**src/rtl/instr_sequencer.sv**
```systemverilog
// Multi-cycle control sequencer: turns decoder outputs into one-cycle datapath strobes,
// handles sms/smc skip, wfi/rfi, single-level interrupt entry and retired-instruction count.
module instr_sequencer #(
  parameter int unsigned         PC_WIDTH   = 12,
  parameter logic [PC_WIDTH-1:0] IRQ_VECTOR = 'h004,
  parameter int unsigned         CNT_WIDTH  = 16
) (
  input  logic                 mem_clock,
  input  logic                 reset_bar,
  input  logic [4:0]           opcode,
  input  logic [1:0]           w_mux_in,
  input  logic                 mem_write_in,
  input  logic [1:0]           pc_mux_in,
  input  logic                 alu_skip,
  input  logic                 irq,
  input  logic [PC_WIDTH-1:0]  pc,
  output logic                 ir_load,
  output logic                 w_load,
  output logic                 mem_we,
  output logic                 pc_load,
  output logic [2:0]           pc_sel,
  output logic [PC_WIDTH-1:0]  shadow_pc,
  output logic [PC_WIDTH-1:0]  vector_addr,
  output logic                 in_isr,
  output logic [CNT_WIDTH-1:0] instr_count
);

  typedef enum logic [1:0] {
    S_FETCH = 2'd0,
    S_EXEC  = 2'd1,
    S_WAIT  = 2'd2,
    S_IRQ   = 2'd3
  } state_t;

  localparam logic [2:0] SEL_INC    = 3'd0;
  localparam logic [2:0] SEL_W      = 3'd1;
  localparam logic [2:0] SEL_LIT    = 3'd2;
  localparam logic [2:0] SEL_SHADOW = 3'd3;
  localparam logic [2:0] SEL_VECTOR = 3'd4;
  localparam logic [2:0] SEL_SKIP   = 3'd5;

  localparam logic [1:0] PCM_ADD  = 2'd0;
  localparam logic [1:0] PCM_WREG = 2'd1;
  localparam logic [1:0] PCM_LIT  = 2'd2;
  localparam logic [1:0] PCM_SAVE = 2'd3;

  localparam logic [1:0] WM_HOLD = 2'd3;

  state_t                state_q, state_d;
  logic                  in_isr_q, in_isr_d;
  logic [PC_WIDTH-1:0]   shadow_pc_q, shadow_pc_d;
  logic [CNT_WIDTH-1:0]  instr_count_q, instr_count_d;

  logic                  is_skip_op;
  logic                  is_rfi;
  logic                  is_wfi;

  // Opcode classes; the low opcode bit distinguishes variants that share control flow.
  always_comb begin
    is_skip_op = 1'b0;
    is_rfi     = 1'b0;
    is_wfi     = 1'b0;
    casez (opcode)
      5'b1010?, 5'b1011?: is_skip_op = 1'b1;
      5'b1111?:           is_rfi     = 1'b1;
      5'b1110?:           is_wfi     = 1'b1;
      default:            ;
    endcase
  end

  always_ff @(posedge mem_clock or negedge reset_bar) begin
    if (!reset_bar) begin
      state_q       <= S_FETCH;
      in_isr_q      <= 1'b0;
      shadow_pc_q   <= '0;
      instr_count_q <= '0;
    end else begin
      state_q       <= state_d;
      in_isr_q      <= in_isr_d;
      shadow_pc_q   <= shadow_pc_d;
      instr_count_q <= instr_count_d;
    end
  end

  always_comb begin
    state_d       = state_q;
    in_isr_d      = in_isr_q;
    shadow_pc_d   = shadow_pc_q;
    instr_count_d = instr_count_q;
    ir_load       = 1'b0;
    w_load        = 1'b0;
    mem_we        = 1'b0;
    pc_load       = 1'b0;
    pc_sel        = SEL_INC;

    unique case (state_q)
      S_FETCH: begin
        ir_load = 1'b1;
        state_d = S_EXEC;
      end

      S_EXEC: begin
        mem_we        = mem_write_in;
        w_load        = (w_mux_in != WM_HOLD);
        pc_load       = 1'b1;
        instr_count_d = instr_count_q + CNT_WIDTH'(1);
        unique case (pc_mux_in)
          PCM_ADD:  pc_sel = (is_skip_op && alu_skip) ? SEL_SKIP : SEL_INC;
          PCM_WREG: pc_sel = SEL_W;
          PCM_LIT:  pc_sel = SEL_LIT;
          PCM_SAVE: begin
            // Only rfi returns through the shadow; wfi and anything else just advance.
            if (is_rfi) begin
              pc_sel   = SEL_SHADOW;
              in_isr_d = 1'b0;
            end else begin
              pc_sel = SEL_INC;
            end
          end
          default:  pc_sel = SEL_INC;
        endcase
        // Uses the registered in_isr, so rfi's own cycle still masks a pending irq.
        if (pc_mux_in == PCM_SAVE && is_wfi && !in_isr_q) begin
          state_d = S_WAIT;
        end else if (irq && !in_isr_q) begin
          state_d = S_IRQ;
        end else begin
          state_d = S_FETCH;
        end
      end

      S_WAIT: begin
        if (irq) begin
          state_d = S_IRQ;
        end
      end

      S_IRQ: begin
        pc_load     = 1'b1;
        pc_sel      = SEL_VECTOR;
        shadow_pc_d = pc;
        in_isr_d    = 1'b1;
        state_d     = S_FETCH;
      end

      default: state_d = S_FETCH;
    endcase

    // Strobes must be quiet for the whole time reset is asserted.
    if (!reset_bar) begin
      ir_load = 1'b0;
      w_load  = 1'b0;
      mem_we  = 1'b0;
      pc_load = 1'b0;
      pc_sel  = SEL_INC;
    end
  end

  assign shadow_pc   = shadow_pc_q;
  assign in_isr      = in_isr_q;
  assign instr_count = instr_count_q;
  assign vector_addr = IRQ_VECTOR;

endmodule

```
**config.mk**
```make
export PLATFORM = sky130hd
export DESIGN_NAME = instr_sequencer
export DESIGN_NICKNAME = d
export VERILOG_FILES = /design/src/rtl/instr_sequencer.sv
export SDC_FILE = /design/constraint.sdc
export NUM_CORES = 1
export LEC_CHECK = 0
export BUFFER_PORTS_ARGS = -buffer_cell sky130_fd_sc_hd__buf_2
export CAP_MARGIN = 30
export CORE_MARGIN = 2
export CORE_UTILIZATION = 49
export DETAILED_ROUTE_END_ITERATION = 6
export HOLD_SLACK_MARGIN = 0.1
export PLACE_DENSITY = 0.82
export SLEW_MARGIN = 20
export SYNTH_ARGS = -nofsm -noshare
export SYNTH_HDL_FRONTEND = slang
export SYNTH_SLANG_ARGS = --single-unit
```
**constraint.sdc**
```tcl
create_clock -name mem_clock -period 2.7 [get_ports mem_clock]
set_input_delay 0.54 -clock mem_clock [delete_from_list [all_inputs] [get_ports mem_clock]]
set_output_delay 0.54 -clock mem_clock [all_outputs]
set_load 0.03 [all_outputs]
```
==> results.md <==
- Initial antenna violation count: 0
- Power Dens Cells: roughly 1100 nW/um2
- IO Count: between 70 and 80
- Hold crit path type: in -> reg
- Synth unique cells: 36
- Final Non-Filler Cells: ~240
- Avg WL per Cell: 12.9 um
- Sequential share of the synthesized area: 50.4%
- Final setup violation count: 0
- TritonRoute pass-1 iters: 5
- Vias per cell: 4.95
- Max-Cap Viols: 0
- Max VDD drop: 0.733 mV
- Final Max Slew Viols: 0
- Dpl cells: about 230
- Fin. Hold Viols: 0
- Fin crit share: 92.7%
- Final hold slack: between 0.4 and 0.5 ns
- Ant. Diodes: 0
- CTS max path bufs: 2
- Clock Pin Slew Worst Setup and Hold Paths: around 0.09 ns
- H-tree lvl count: 2
- Die area: between 3000 and 4000 um2
- Clock Skews: approximately 0.0065 ns
- Largest cells by area after synthesis: dfrtp_1 50%, mux2_2 9.5%, buf_4 5.8%, xnor2_1 5.7%, xor2_1 2.8%
- Register area: roughly 780 um2
- CTS tree: yes
- Die W: between 60 and 70 um
- First-pass GRT wire length: ~5.0 mm
- Pre-CTS setup slack: about 0.74 ns
- GRT Total Usage: 19.2%
- Fin nets: 220
- Area of the core: 3030 um2
- Period minus WS final: ~2.5 ns
- CP Data Required Time: between 2 and 2.5 ns
- Die span in y: between 60 and 70 um
- RSZ-0062 raised after global routing: no
- Area taken by multi-input logic gates: slightly below 700 um2
- Post-synthesis area per instance: ~12 um2
- Iteration-0 DRC Markers: 28
- DRT Wirelength: ~3 mm
- Post-DP HPWL: 2.33 mm
- Leakage power: around 0.0010 uW
- Clock latency at the later pin of the worst-skew pair: 0.32 ns
- Setup TNS: 0 ns
- Layout cells sized above 1: 46.4%
- Post-synth ARST share: 100%
- Initial Util: approximately half
- Final Wtd Congestion: ~0.77
- WP data arrival: between 1.5 and 2 ns
- Port Buffers: 60
- Clock Sink Count: 31
- YS warnings: 0
- Global route overflow: 0
- Fillers: 248
- Clk Tree Root Cell: clkbuf_4
- Worst setup SP type: input pin
- Crit path max fanout: 17
- Rows: 20
- Number of enable flip-flop cells after synthesis: 0
- Cell taking the most area after synthesis: dfrtp_1
- Worst setup EP type: output pin
- Flip-flop and latch count after synthesis: 31
- Num CTS Buffers: 5
- Outcome: finished, final reports clean
- Peak Freq: 0.399 GHz
- Largest net degree at the start of global routing: 20
- CP Class: in -> out
- Post-Syn Area: about 1500 um2
- Area growth syn-to-layout: 24.5%
- Post-CTS Setup Bufs: 0
- Vias in the first global route: between 1,000 and 1,500
- Post-DRT Antenna Nets: 0
- Cells after Synth: 127
- Synth top area share: roughly half
- DRC: 0
- Via count: ~1,200
- Most used DFF post-synth: dfrtp_1
- Worst Slack Setup Final: slightly below 0.2 ns
==> Yosys cell counts, types with 2 or more instances <==
library cell / number
inv_1: 2
nand2_1: 6
xnor2_1: 10
a21oi_1: 4
nand3_1: 5
and4b_1: 2
a31oi_1: 2
buf_4: 12
conb_1: 2
xor2_1: 5
and3_1: 5
nand4_1: 4
dfrtp_1: 31
mux2_2: 13
nor3_2: 2
nor2_1: 2
==> path summary, 6_finish.rpt <==
check                                            start                     endpoint  slack, ns  cells past startpoint
setup / recovery                             reset_bar                    pc_sel[0]       0.20                      5
hold / removal                                   pc[2]     shadow_pc[2]$_DFFE_PN0P_       0.44                      2
setup reg to reg            instr_count[0]$_DFFE_PN0N_  instr_count[12]$_DFFE_PN0N_       1.26                      5
hold reg to reg            instr_count[15]$_DFFE_PN0N_  instr_count[15]$_DFFE_PN0N_       0.47                      1
max in group asynchronous                    reset_bar  instr_count[12]$_DFFE_PN0N_       1.50                      3
min in group asynchronous                    reset_bar   asynchronous set/reset pin       0.64                      2
==> through the flow <==
step	total power (uW)	area (um2)	utilization [%]
after global routing	2170	1920	63.3
after floorplan	1480	1580	-
after CTS	2050	1920	63.3
after global placement	1710	1840	60.7
after detailed placement	1740	1840	60.7
final	2030	1920	63.3
==> cell usage in the layout (no fill, tap or decap), drive strengths merged, types with 2 or more instances in the layout <==
cell type,netlist,routed
buf,13,61
inv,2,2
and4b,2,2
clkbuf,0,8
a21oi,4,4
nor3,4,4
nand2b,2,2
nand3,5,5
nor2,3,3
nand2,7,7
xor2,5,5
xnor2,10,10
a31oi,2,2
dfrtp,31,31
conb,2,12
nand4,5,5
mux2,13,13
and3,5,5
==> metal layers <==
layer  vias to the layer above  global-route usage (%)  part of all wire (%)
met1                       554                    21.6                    39
met2                        61                    32.6                    51
met4                         0                    8.89                   2.7
met3                         9                    6.49                   6.9
li1                        553                       -                     -
met5                         -                       0                     0
==> worst max-delay path, stage by stage <==
cell	delay [ns]
dlygate4sd3_1	0.52
buf_2	0.32
nand2_1	0.15
a21oi_1	0.18
buf_2	0.25
==> report_power, final <==
group	total (uW)	internal, uW	switching, uW
sequential	791	626	165
clock	301	153	148
combinational	937	338	599
==> state kept, by name, indices dropped and copies added, names as in the netlist, named ones only <==
signal / flops
state_q: 1
shadow_pc: 12
in_isr: 1
instr_count: 16
==> final cells by class <==
cell class	instances	area share, %
multi-input cells	91	36.1
clock buffers	8	3.59
well taps	44	2.87
inverters	2	0.391
flip-flops and latches	31	40.4
repair buffers	62	16.6
==> kinds of logic (layout without fill, tap and decap cells) <==
logic type                 count (synthesis)  after routing  share of synthesized area [%]
and+or+nand+nor                           39             39                           18.8
DFF                                       31             31                           50.4
xor gates and xnor gates                  15             15                           8.53
buffers and inverters                     15             72                           7.07
muxes                                     13             13                           9.50
AOI/OAI and AO/OA                         11             11                           4.39
other                                      2             12                          0.488
adders and majority gates                  1              1                          0.812
==> repair_timing <==
action	CTS	global route
gates resized for setup	0	0
hold buffers	1	0
hold endpoints to repair	8	0
setup endpoints to repair	0	0
(Power assumes the default switching activity.)
